`src/rtl/rptr_empty_fwft.sv`:
```
// Read-side controller for a dual-clock FIFO: binary/Gray read pointers, registered
// empty flag, first-word-fall-through output register, and occupancy/almost-empty reporting.
module rptr_empty_fwft #(
  parameter int ADDRSIZE = 4,
  parameter int DATASIZE = 8,
  parameter int AE_LEVEL = 2
) (
  input  logic                rclk,
  input  logic                rrst,
  input  logic [ADDRSIZE:0]   wptr_rclk,
  input  logic [DATASIZE-1:0] rmem_data,
  input  logic                rready,
  output logic [ADDRSIZE-1:0] raddr,
  output logic [ADDRSIZE:0]   rptr,
  output logic                rempty,
  output logic [DATASIZE-1:0] rdata,
  output logic                rvalid,
  output logic [ADDRSIZE+1:0] rlevel,
  output logic                ralmost_empty
);

  localparam logic [ADDRSIZE+1:0] AE_THRESH = (ADDRSIZE+2)'(AE_LEVEL);

  logic [ADDRSIZE:0]   rbin;
  logic [ADDRSIZE:0]   n_rbin;
  logic [ADDRSIZE:0]   n_rptr;
  logic [ADDRSIZE:0]   wbin_rclk;
  logic [ADDRSIZE:0]   mem_count;
  logic [ADDRSIZE+1:0] n_rlevel;
  logic                rpop;
  logic                n_rvalid;

  assign raddr = rbin[ADDRSIZE-1:0];

  // NOTE: every variable gets a default at the top of always_comb so no path can infer a latch.
  always_comb begin
    wbin_rclk = '0;
    n_rvalid  = rvalid;

    // Pop from memory whenever a word exists and the output register is free or being drained.
    rpop   = ~rempty & (~rvalid | rready);
    n_rbin = rbin + {{ADDRSIZE{1'b0}}, rpop};
    n_rptr = (n_rbin >> 1) ^ n_rbin;

    if (rpop) begin
      n_rvalid = 1'b1;
    end else if (rready) begin
      n_rvalid = 1'b0;
    end

    // Gray-to-binary: each bit is the XOR of itself and every more significant bit.
    for (int i = 0; i <= ADDRSIZE; i++) begin
      wbin_rclk[i] = ^(wptr_rclk >> i);
    end

    mem_count = wbin_rclk - n_rbin;
    n_rlevel  = {1'b0, mem_count} + {{(ADDRSIZE+1){1'b0}}, n_rvalid};
  end

  // NOTE: state registers use non-blocking assignments so all flops sample the same pre-edge values.
  // NOTE: the asynchronous reset clears every flop here; there is no storage array to leave unreset.
  always_ff @(posedge rclk or posedge rrst) begin
    if (rrst) begin
      rbin          <= '0;
      rptr          <= '0;
      rempty        <= 1'b1;
      rdata         <= '0;
      rvalid        <= 1'b0;
      rlevel        <= '0;
      ralmost_empty <= 1'b1;
    end else begin
      rbin          <= n_rbin;
      rptr          <= n_rptr;
      // Empty compares Gray codes so a mid-transition synchronized pointer never looks non-empty early.
      rempty        <= (n_rptr == wptr_rclk);
      rvalid        <= n_rvalid;
      rlevel        <= n_rlevel;
      ralmost_empty <= (n_rlevel <= AE_THRESH);
      if (rpop) begin
        rdata <= rmem_data;
      end
    end
  end

endmodule

```
`config.mk`:
```
export PLATFORM = sky130hd
export DESIGN_NAME = rptr_empty_fwft
export DESIGN_NICKNAME = d
export VERILOG_FILES = /design/src/rtl/rptr_empty_fwft.sv
export SDC_FILE = /design/constraint.sdc
export NUM_CORES = 1
export LEC_CHECK = 0
export ABC_AREA = 1
export ABC_CLOCK_PERIOD_IN_PS = 4800
export CORE_MARGIN = 10
export CORE_UTILIZATION = 39
export CTS_CLUSTER_SIZE = 25
export DETAILED_ROUTE_END_ITERATION = 8
export PLACE_DENSITY_LB_ADDON = 0.12
export SYNTH_ARGS = -nofsm -noshare
export SYNTH_HDL_FRONTEND = slang
export SYNTH_SLANG_ARGS = --single-unit
```
`constraint.sdc`:
```
create_clock -name rclk -period 4.8 [get_ports rclk]
set_input_delay 0.96 -clock rclk [delete_from_list [all_inputs] [get_ports rclk]]
set_output_delay 0.96 -clock rclk [all_outputs]
set_load 0.01 [all_outputs]
```
# ---- After elaboration in Yosys (flattened, before gate mapping)
# Cells that the tools add are included.
dict set report totals {
  ff_bits 27
}
dict set report classes {
  n_addsub 3
  n_lt_le_gt_ge 1
  n_eq_ne 1
  muxes 2
  bitwise_logic 5
  reduce_logical 5
}
# operator n
set op_table {}
lappend op_table {{parity 5 bit} 5}
lappend op_table {{adder 5 x 1 -> 6 bit} 1}
lappend op_table {{less-or-equal comparator 6 x 2 -> 1 bit, second input constant} 1}
lappend op_table {{adder 5 x 1 -> 5 bit} 1}
lappend op_table {{equality test 5 bit} 1}
lappend op_table {{subtractor 5 bit} 1}
lappend op_table {{bitwise XOR 4 x 5 -> 5 bit} 1}
lappend op_table {{2-to-1 mux 1 bit} 2}
lappend op_table {{NOT 1 bit} 2}
lappend op_table {{bitwise AND 1 bit} 1}
lappend op_table {{bitwise OR 1 bit} 1}

# ---- Depth between registers and ports, before layout
dict set report depth {
  depth_word 7
  depth_mapped 19
  depth_no_buf 19
}

# ---- Worst setup path after synthesis
# No wires, ideal clock.
dict set report synth_path {
  kind {input-to-reg}
  startpoint {input port rready}
  endpoint {register ralmost_empty}
  t_arrival_ps 3036
  required_ps 4733
  setup_slack_ps 1697
  path_stages 15
  path_buffers 0
  path_cell_list {inv_1 > a21oi_2 > ha_1 > ha_1 > fa_1 > inv_1 > ha_1 > inv_1 > nor2_1 > inv_1 > nand2_1 > nand2_1 > nor2_1 > nand2_1 > nor2_1}
}
dict set report synth_between {
  elab_chain_len 6
  elab_cells_between_ends 8
  classes_between {add/sub (3); order compare (1); mux (2); bitwise (2)}
}
# item line_no
set synth_lines {}
lappend synth_lines {{from (decl)} 12} ;# input logic rready,
lappend synth_lines {{bitwise OR 1 bit} 41} ;# rpop = ~rempty & (~rvalid | rready);
lappend synth_lines {{bitwise AND 1 bit} 41}
lappend synth_lines {{net rpop} 30} ;# logic rpop;
lappend synth_lines {{adder 5 x 1 -> 5 bit} 42} ;# n_rbin = rbin + {{ADDRSIZE{1'b0}}, rpop};
lappend synth_lines {{net n_rbin[1]} 25} ;# logic [ADDRSIZE:0] n_rbin;
lappend synth_lines {{subtractor 5 bit} 56} ;# mem_count = wbin_rclk - n_rbin;
lappend synth_lines {{adder 5 x 1 -> 6 bit} 57} ;# n_rlevel = {1'b0, mem_count} + {{(ADDRSIZE+1){1'b0}}, n_rvalid};
lappend synth_lines {{less-or-equal comparator 6 x 2 -> 1 bit} 78} ;# ralmost_empty <= (n_rlevel <= AE_THRESH);
lappend synth_lines {{to (signal assigned)} 78}
lappend synth_lines {{to (decl)} 19} ;# output logic ralmost_empty
# The timed path passes the listed nets, and every way through them passes these cells.
# A chain may end at the register's enable or synchronous reset.

# ---- Worst setup path in the final report
# Ends and elaborated chain as after synthesis.

==> results.tsv <==
stage	metric	value	unit
setup_path	cp_data_required_time	5.07	ns
setup_path	crit_path_frequent_cell	inv_1	
clocking	cts_sinks	26	
die	die_y	79.9	µm
die	initial_core_util	41.3	%
sta	fmax	284	MHz
synthesis	synthXorXnorAreaFrac	5.99	%
place	port_buffers	41	
power_and_ir_drop	p_leak	0.991	nW
clocking	path_clk_slew	0.14	ns
synthesis	synthCells	174	
sta	tightestPinTransition	0.948	ns
setup_path	critPathBufInv	5	
sta	drv_slew	0	
place	dp_hpwl	2610	µm
global_route	grt_max_degree	27	
synthesis	synthAdderAreaFrac	8.59	%
synthesis	syn_avg_cell_area	8.04	µm²
setup_path	crit_path_start_kind	input pin	
synthesis	synthMuxAreaShare	0	%
synthesis	synth_top_family_by_area	simple AND/OR/NAND/NOR gates	
synthesis	synth-compound-area-share	1.34	%
die	fp.coreArea	3390	µm²
place	placed_area	1870	µm²
setup_path	critical_path.max_fanout	10	
die	die_area	6380	µm²
power_and_ir_drop	p_int	784	µW
setup_path	max_stage_delay	0.51	ns
global_route	grt_usage	10.5	%
detailed_routing	wl	3170	µm
synthesis	synth_area_leader_cell	dfrtp_1	
global_route	grt.overflow.total	0	
global_route	antenna_found_initial	0	
detailed_routing	drt_iter0_markers	50	
run	maxCapViolations	0	
setup_path	crit_family	adder cells	
hold_path	hp-start	rdata[5]$_DFFE_PP0P_	
power_and_ir_drop	powerDensity	717	nW/µm²
detailed_routing	ant_nets	0	
detailed_routing	viasPerCell	4.57	
die	fp-row-count	21	
setup_path	critPathKind	in -> reg	
setup_path	slowest_stage	fa_1	
die	pin_count	42	
detailed_routing	wl_per_cell	12.0	µm
sta	period_share	73.4	%
clocking	hold_buffers	0	
synthesis	synth_warnings	0	
global_route	grt_pass1_wl	5580	µm
synthesis	syn_nets	199	
clocking	ctsHtreeMaxLevel	1	
power_and_ir_drop	power_frac_comb	62.6	%
setup_path	arrival	3.79	ns
hold_path	hold_path_class	reg -> reg	
outcome	status	completed	
cells_and_area	finalInstanceArea	1920	µm²
global_route	grt_pass1_vias	1248	
cells_and_area	fin_nets	245	
cells_and_area	drive_gt1_share	5.02	%
power_and_ir_drop	seqPwrFrac	26.8	%
synthesis	ys_ff_latch	26	
clocking	cts_tree	yes	
synthesis	netlist_area	1400	µm²
clocking	post-cts-setup-buffer-count	0	
clocking	numCtsBuffers	3	
detailed_routing	vias	1210	
sta	skew	0.0119	ns
setup_path	critPathLaunch	rready	
synthesis	synth_area_leaders	dfrtp_1, nand2_1, nand3_1	
setup_path	crit_chain	clkdlybuf4s50_1 -> inv_1 -> a21oi_2 -> ha_1 -> ha_1 -> fa_1 -> inv_1 -> ha_1 -> inv_1 -> nor2_1 -> inv_1 -> nand2_1 -> nand2_1 -> nor2_1 -> nand2_1 -> nor2_1	
synthesis	synth-seq-area-share	46.7	%
die	die_w	79.9	µm
clocking	clockBufferDepth	2	
setup_path	r2r-start	rvalid$_DFF_PP0_	
detailed_routing	dr.pass1.iters	4	
sta	setup_tns	0	ns
power_and_ir_drop	ir_worst_vdd	0.340	mV
cells_and_area	n_antenna_cell	0	
power_and_ir_drop	pwr-share-clk	10.7	%
clocking	clk_latency	0.32	ns
place	place.gp.congestion	0.822	
sta	setup_viol	0	
cells_and_area	final_common_cell	nand2_1	
detailed_routing	drc_errors	0	
sta	max_slew_margin	36.7	%
setup_path	end_kind	register	
synthesis	ys_types	16	
cells_and_area	syn_to_final_growth	37.2	%
synthesis	synth_top_area_share	42.9	%
sta	rsz0062_at_grt	false	
sta	min_period	3.53	ns
clocking	root_buffer	clkbuf_4	
clocking	cts_resized	0	
power_and_ir_drop	p_switching	593	µW
sta	hold_violations	0	
power_and_ir_drop	p_sw_share	43.1	%
synthesis	synth-simple-area-share	29.9	%
cells_and_area	layout_common_cells	nand2_1, clkdlybuf4s50_1, inv_1	
synth_stat cells:
cell and instances:
nand2_1 69, nor2_1 7, xnor2_1 1, nand4_1 2, dfstp_2 2, inv_1 27
xor2_1 3, nand3b_1 2, a21oi_2 1, inv_2 1, xor2_2 3, dfrtp_1 24
fa_1 1, nand3_1 21, a21oi_1 2, ha_1 8
worst paths after layout:
check,cells past startpoint,endpoint,slack [ns]
worst max-delay path,16,ralmost_empty$_DFF_PP1_,1.27
worst min-delay path,2,rdata[5]$_DFFE_PP0P_,0.49
worst max register to register,14,ralmost_empty$_DFF_PP1_,1.97
worst min register to register,2,rdata[5]$_DFFE_PP0P_,0.49
max in group asynchronous,2,rptr[3]$_DFF_PP0_,3.07
min in group asynchronous,2,rdata[0]$_DFFE_PP0P_,1.15
kinds of logic after synthesis:
family / after synthesis
AOI/OAI and AO/OA: 3
DFF: 26
adders and majority gates: 9
buffers and inverters: 28
and+or+nand+nor: 101
xor gates and xnor gates: 7
per-layer routing:
layer  GRT usage [%]  up-vias  share of wire [%]
li1                -      624                  -
met1            12.6      556                 44
met2            18.2       28                 49
met3            1.24        2                5.3
met4            4.75        0                1.3
met5               0        -                  0
metrics by stage:
stage | total power, mW | setup WS (ns) | std cells | hold slack (ns) | utilization, %
floorplan | 0.927 | 1.70 | 174 | 0.487 | -
global placement | 1.23 | 0.980 | 261 | 0.453 | 55.1
detailed placement | 1.25 | 0.912 | 261 | 0.461 | 55.1
CTS | 1.40 | 1.24 | 265 | 0.494 | 56.6
global route | 1.54 | 0.834 | 265 | 0.529 | 56.6
finish | 1.38 | 1.27 | 265 | 0.491 | 56.6
power groups by stage:
stage / clock network [mW] / registers (mW) / logic, mW
6_report: 0.147 / 0.369 / 0.861
3_5_place_dp: 0 / 0.375 / 0.875
2_1_floorplan: 0 / 0.414 / 0.514
5_1_grt: 0.160 / 0.380 / 1.00
3_3_place_gp: 0 / 0.368 / 0.863
4_1_cts: 0.152 / 0.370 / 0.878
worst reg2reg max path, cell delays in order, from the launching register on:
cell and delay, ns:
dfrtp_1 0.44, a21oi_2 0.37, ha_1 0.29, ha_1 0.35, fa_1 0.52, inv_1 0.09
ha_1 0.14, inv_1 0.04, nor2_1 0.13, inv_1 0.05, nand2_1 0.07, nand2_1 0.05
nor2_1 0.09, nand2_1 0.05, nor2_1 0.09
area by class of cell:
class                   instances  area, µm²
clock buffers                   3       22.5
clock inverters                 1       30.0
fillers                       304       1470
inverters                      28        105
multi-input cells             120        641
flip-flops and latches         26        653
well taps                      46       57.6
repair buffers                 41        410
registers in the layout (all words and copies together) (netlist names):
| register | cells |
|---|---|
| rempty | 1 |
| rdata | 8 |
| ralmost_empty | 1 |
| rlevel | 6 |
| rvalid | 1 |
| rbin | 5 |
| rptr | 4 |
(Power assumes the default switching activity.)
